===== src/rtl/dmem_portb_arbiter.sv =====
// DMEM port-B arbiter: shares the BRAM port between accelerator reads and
// CCD row writes. Accelerator has default priority. The CCD engine is forced
// through after STARVE_MAX consecutive lost cycles. Port-B strobes are
// registered. A shift register tracks read latency so that the accelerator
// gets a qualified read-data strobe.
module dmem_portb_arbiter #(
    parameter int ADDR_W     = 7,
    parameter int DATA_W     = 256,
    parameter int RD_LAT     = 2,
    parameter int STARVE_MAX = 4
) (
    input  logic              clk,
    input  logic              rst,

    input  logic              acc_req,
    input  logic [ADDR_W-1:0] acc_addr,
    output logic              acc_gnt,
    output logic              acc_rvalid,
    output logic [DATA_W-1:0] acc_rdata,
    output logic              acc_rd_pending,

    input  logic              ccd_req,
    input  logic [ADDR_W-1:0] ccd_addr,
    input  logic [DATA_W-1:0] ccd_wdata,
    output logic              ccd_gnt,

    output logic [ADDR_W-1:0] ram_addr_b,
    output logic [DATA_W-1:0] ram_data_b,
    output logic              ram_rden_b,
    output logic              ram_wren_b,
    input  logic [DATA_W-1:0] ram_q_b
);

    localparam logic [3:0] STARVE_LIM = 4'(STARVE_MAX);

    logic [3:0]        starve_q, starve_d;
    logic [ADDR_W-1:0] addr_q, addr_d;
    logic [DATA_W-1:0] data_q, data_d;
    logic              rden_q, rden_d;
    logic              wren_q, wren_d;
    logic [RD_LAT-1:0] pipe_q;

    logic              ccd_force;
    logic              acc_win;
    logic              ccd_win;

    // Grant decision: CCD wins when alone or when it has waited STARVE_MAX cycles.
    always_comb begin
        ccd_force = ccd_req && (starve_q == STARVE_LIM);
        ccd_win   = !rst && ccd_req && (!acc_req || ccd_force);
        acc_win   = !rst && acc_req && !ccd_win;
    end

    // Starvation counter: counts CCD cycles lost to the accelerator, saturating.
    always_comb begin
        starve_d = starve_q;
        if (ccd_win || !ccd_req) begin
            starve_d = 4'd0;
        end else if (acc_win && (starve_q != STARVE_LIM)) begin
            starve_d = starve_q + 4'd1;
        end
    end

    // Next port-B command: strobes last one cycle; address/data hold when idle.
    always_comb begin
        addr_d = addr_q;
        data_d = data_q;
        rden_d = 1'b0;
        wren_d = 1'b0;
        if (acc_win) begin
            addr_d = acc_addr;
            rden_d = 1'b1;
        end else if (ccd_win) begin
            addr_d = ccd_addr;
            data_d = ccd_wdata;
            wren_d = 1'b1;
        end
    end

    // Registered state. Reset also flushes in-flight reads from the return pipe.
    always_ff @(posedge clk) begin
        if (rst) begin
            starve_q <= 4'd0;
            addr_q   <= '0;
            data_q   <= '0;
            rden_q   <= 1'b0;
            wren_q   <= 1'b0;
            pipe_q   <= '0;
        end else begin
            starve_q  <= starve_d;
            addr_q    <= addr_d;
            data_q    <= data_d;
            rden_q    <= rden_d;
            wren_q    <= wren_d;
            pipe_q[0] <= rden_q;
            for (int i = 1; i < RD_LAT; i++) begin
                pipe_q[i] <= pipe_q[i-1];
            end
        end
    end

    assign acc_gnt        = acc_win;
    assign ccd_gnt        = ccd_win;
    assign ram_addr_b     = addr_q;
    assign ram_data_b     = data_q;
    assign ram_rden_b     = rden_q;
    assign ram_wren_b     = wren_q;
    assign acc_rvalid     = pipe_q[RD_LAT-1];
    assign acc_rdata      = ram_q_b;
    assign acc_rd_pending = rden_q | (|pipe_q);

endmodule


===== config.mk =====
export PLATFORM = sky130hd
export DESIGN_NAME = dmem_portb_arbiter
export DESIGN_NICKNAME = d
export VERILOG_FILES = /design/src/rtl/dmem_portb_arbiter.sv
export SDC_FILE = /design/constraint.sdc
export NUM_CORES = 1
export LEC_CHECK = 0
export BUFFER_PORTS_ARGS = -buffer_cell sky130_fd_sc_hd__clkbuf_2
export CORE_AREA = 3 3 408 410
export DETAILED_ROUTE_END_ITERATION = 8
export DIE_AREA = 0 0 411 413
export GPL_TIMING_DRIVEN = 0
export HOLD_SLACK_MARGIN = 0.06
export PLACE_DENSITY = 0.36
export SLEW_MARGIN = 20
export SYNTH_ARGS = -nofsm -noshare
export SYNTH_HDL_FRONTEND = slang
export SYNTH_SLANG_ARGS = --single-unit

===== constraint.sdc =====
create_clock -name clk -period 1.6 [get_ports clk]
set_input_delay 0.32 -clock clk [delete_from_list [all_inputs] [get_ports clk]]
set_output_delay 0.32 -clock clk [all_outputs]
set_load 0.1 [all_outputs]

==> results.md <==
- Data on the critical path is required at its endpoint by 1280 ps.
- The most common cell after layout, fill and taps aside is sky130_fd_sc_hd__clkbuf_2.
- VDD sags by at most 0.594 mV.
- Summed over all nets, wire length on met2 after detailed routing comes to 47600 um.
- The number of cells traversed by the worst register-to-register path is 10.
- The count of H-tree levels built during CTS is 2.
- The sort of element at the end of the critical path is an output port.
- Summed over all layers, the routed wires come to 97800 um.
- For this design the ratio of total power to cell area is 841 nW/um2.
- The start-to-end type of the worst setup path is flip-flop to output port.
- The leakage dissipation is 11.8 nW.
- The number of clock buffers inserted by TritonCTS is 38.
- The initial utilization of the core area, before any placement, comes to 0.0751.
- The pin count of the biggest net entering global routing is 11.
- The area inside the core boundary is 163000 um2.
- The horizontal die dimension is 411 um.
- The post-route fraction of the period consumed by the critical path is 1.37.
- In the final design database the tool counted 3186 nets.
- The clock period minus worst slack is 2190 ps.
- The library cells used most frequently in the layout, excluding fill and tap cells, are sky130_fd_sc_hd__clkbuf_2 (537), sky130_fd_sc_hd__buf_4 (278), sky130_fd_sc_hd__dlygate4sd3_1 (270), sky130_fd_sc_hd__nand3_1 (257), sky130_fd_sc_hd__dfxtp_1 (214).
- The synthesized area is 12200 um2.
- The finished layout holds 4859 standard cells, fillers aside.
- The startpoint identified for the worst register-to-register timing path is starve_q[1].
- During I/O placement, the number of pins put on the boundary was 1055.
- The uppermost layer routed is met4.
- The final count of pins violating max slew is 0.
- The placed instances occupy a cell area of 19000 um2.
- The wire-length estimate of the detail-placed layout is 74600 um.
- The utilization after layout is 0.183.
- The critical-path maximum fanout is 2.
- Setup violations remaining at the end of the flow were counted as 265.
- Synthesis inferred 271 register bits.
- Counting every instance in the synthesized netlist gives 1490.
- The worst-case setup slack after placement is -1420 ps.
- The setup slack of the most critical reg-to-reg path is -270 ps.
- The number of nets handed over by synthesis was 2022.
- The post-detailed-route count of antenna-violating nets is 0.
- The Yosys step of the flow raised 0 warnings.
- Global routing finished with a remaining overflow of 0.
- Wire segments on met3 add up to 7040 um in the final route.
- The row count is 148.
- The tree is rooted in a sky130_fd_sc_hd__clkbuf_16.
- The initial antenna violation count was 16.
- The critical path arrival is 1870 ps.
- The number of violations of the max-capacitance limit is 0.
- Setup repair after global routing could not meet its margin everywhere.
- The hold path endpoint is starve_q[1].
- No sink is reached through more buffers than the 3 on the longest clock path.
- Of the cells placed in the final design, the portion with a size suffix greater than 1 is 0.627.
- Based on the critical path, the design can be clocked at up to 457 MHz.
- Using the TritonRoute via totals, the vias-per-cell ratio works out to 3.23.
- For this block, the via count after detailed routing is 15700.
- The post-detailed-route DRC marker count is 0.
- The worst hold path begins at ccd_req.
- At the pin with the least slew margin, the transition time is 1030 ps.
- Measured against its own limit, the worst slew margin works out to 0.311.
- The slack of the critical path is -590 ps.
- The final cell area excluding filler cells is 29700 um2.
- Counting tap cells, the placed design contains a total of 4463 instances.
- The floorplan die area is 170000 um2.
- The tightest min-delay check is of the primary input to flip-flop type.
- The clock tree from TritonCTS is done.
- The number of clock sinks is 271.
- The flow ran to the end, but the final reports show violations.
- The congestion estimate from routability-driven global placement came to 0.850.
- The worst clock skew is 20.9 ps.
- In the global route stage, overall resource usage came out at 0.106.
- The number of global-route vias before repair is 16100.
- The wire length per cell is 20.1 um.
- A synthesized cell averages 8.21 um2.
- The first-pass iteration count of the detailed router is 5.
- The number of hold violations in the final report is 0.
- The checks that failed: setup timing.
- For this block, the initial DRC count from the detailed router was 687.
- The die height is 413 um.
- The endpoint of the worst-slack reg-to-reg timing path is ram_data_b[157].
- After detailed routing, the wire length on met1 is 41000 um.
- The wire length of the first global-routing pass is 127000 um.
- The post-synthesis sequential area ratio is 0.444.
- The count of buffers inserted at the top-level ports is 797.
- The worst hold path was traced through 3 stages.
- STA classifies the critical path startpoint as a flip-flop.
- The number of distinct library cells after synthesis is 26.
- After clock tree synthesis, the clock-pin slew on the worst setup and hold paths is 60 ps.
- Relative to the synthesized area, the layout overhead comes to 143%.
- Clock latency on the worst-skew pair, taken at its later pin, is 600 ps.
worst max-delay path: stages (launching register included):
cell and delay (ps):
sky130_fd_sc_hd__dfxtp_2 330, sky130_fd_sc_hd__inv_2 40, sky130_fd_sc_hd__ha_4 150, sky130_fd_sc_hd__nand4b_1 130
sky130_fd_sc_hd__buf_6 140, sky130_fd_sc_hd__buf_8 100, sky130_fd_sc_hd__nand2_4 50, sky130_fd_sc_hd__nor2_4 130
sky130_fd_sc_hd__clkbuf_16 210
metal layers:
layer / up-vias / GRT usage
met1: 7604 / 0.130
met2: 651 / 0.182
met4: 0 / 0.0298
li1: 7357 / -
met5: - / 0
met3: 91 / 0.0281
cell type report:
type                    instances  area [um2]
fillers                     18000      133000
inverters                       3        11.3
clock inverters                 8        76.3
diodes                          7        17.5
well taps                    2175        2720
multi-input cells             814        6030
clock buffers                  55        1090
plain buffers                 398        3220
flip-flops and latches        271        5510
repair buffers               1128       11100
state kept, by name, summed over array words and instances, names as in the netlist:
signal      flops
ram_data_b    256
pipe_q          2
ram_addr_b      7
ram_rden_b      1
starve_q        4
ram_wren_b      1
metrics by stage:
| step | power [mW] | hold WS [ps] | TNS (ps) |
|---|---|---|---|
| finish | 25.0 | 216 | -50130 |
| global route | 26.0 | 201 | -67730 |
| CTS | 25.3 | 110 | -52640 |
| detailed placement | 15.0 | 425 | -294850 |
| global placement | 15.0 | 423 | -300270 |
| floorplan | 13.3 | 406 | -222 |
where the power goes:
| group | leakage (nW) | internal, mW | switching (mW) | total (mW) |
|---|---|---|---|---|
| combinational | 8.97 | 2.64 | 6.63 | 9.26 |
| clock | 0.564 | 4.72 | 3.67 | 8.39 |
| sequential | 2.24 | 7.08 | 0.266 | 7.34 |
cells in the mapped netlist:
library cell	number	share of area
sky130_fd_sc_hd__a21oi_1	265	0.11
sky130_fd_sc_hd__a32oi_1	7	0.0050
sky130_fd_sc_hd__and2b_1	1	0.00061
sky130_fd_sc_hd__and4b_1	1	0.00082
sky130_fd_sc_hd__buf_2	55	0.023
sky130_fd_sc_hd__buf_4	260	0.16
sky130_fd_sc_hd__buf_6	8	0.0074
sky130_fd_sc_hd__buf_8	1	0.0012
sky130_fd_sc_hd__clkbuf_1	59	0.018
sky130_fd_sc_hd__clkbuf_2	19	0.0078
sky130_fd_sc_hd__dfxtp_1	271	0.44
sky130_fd_sc_hd__ha_1	2	0.0020
sky130_fd_sc_hd__inv_1	3	0.00092
sky130_fd_sc_hd__nand2_1	1	0.00031
sky130_fd_sc_hd__nand2b_1	2	0.0010
sky130_fd_sc_hd__nand3_1	257	0.11
sky130_fd_sc_hd__nand3b_1	1	0.00061
sky130_fd_sc_hd__nand4b_1	2	0.0014
sky130_fd_sc_hd__nor2_1	6	0.0018
sky130_fd_sc_hd__nor2b_1	2	0.0010
sky130_fd_sc_hd__o21ai_0	171	0.070
sky130_fd_sc_hd__o21ai_1	92	0.038
sky130_fd_sc_hd__o21bai_1	1	0.00061
sky130_fd_sc_hd__or3_1	1	0.00051
sky130_fd_sc_hd__xnor2_1	1	0.00072
sky130_fd_sc_hd__xor2_1	1	0.00072
repair_timing:
action | 4_1_cts | 5_1_grt
hold endpoints to repair | 263 | 0
gates resized for setup | 1251 | 262
pin swaps | 325 | 239
setup buffers | 34 | 10
endpoints found under the setup margin | 532 | 284
gates cloned | 26 | 4
hold buffers | 270 | 0
worst max-delay path by stage:
stage / from / endpoint
finish: starve_q[1] / acc_gnt
global route: starve_q[0] / acc_gnt
CTS: starve_q[0] / acc_gnt
detailed placement: rst / ram_data_b[164]
global placement: rst / ram_addr_b[3]
floorplan: starve_q[0] / acc_gnt
cells by family after synthesis:
family | Yosys count | synth area share
compound gates | 536 | 0.222
fa+ha+maj | 2 | 0.00205
buf+inv | 405 | 0.218
xor+xnor | 2 | 0.00143
simple gates | 274 | 0.113
flops | 271 | 0.444
(Power assumes the default switching activity.)
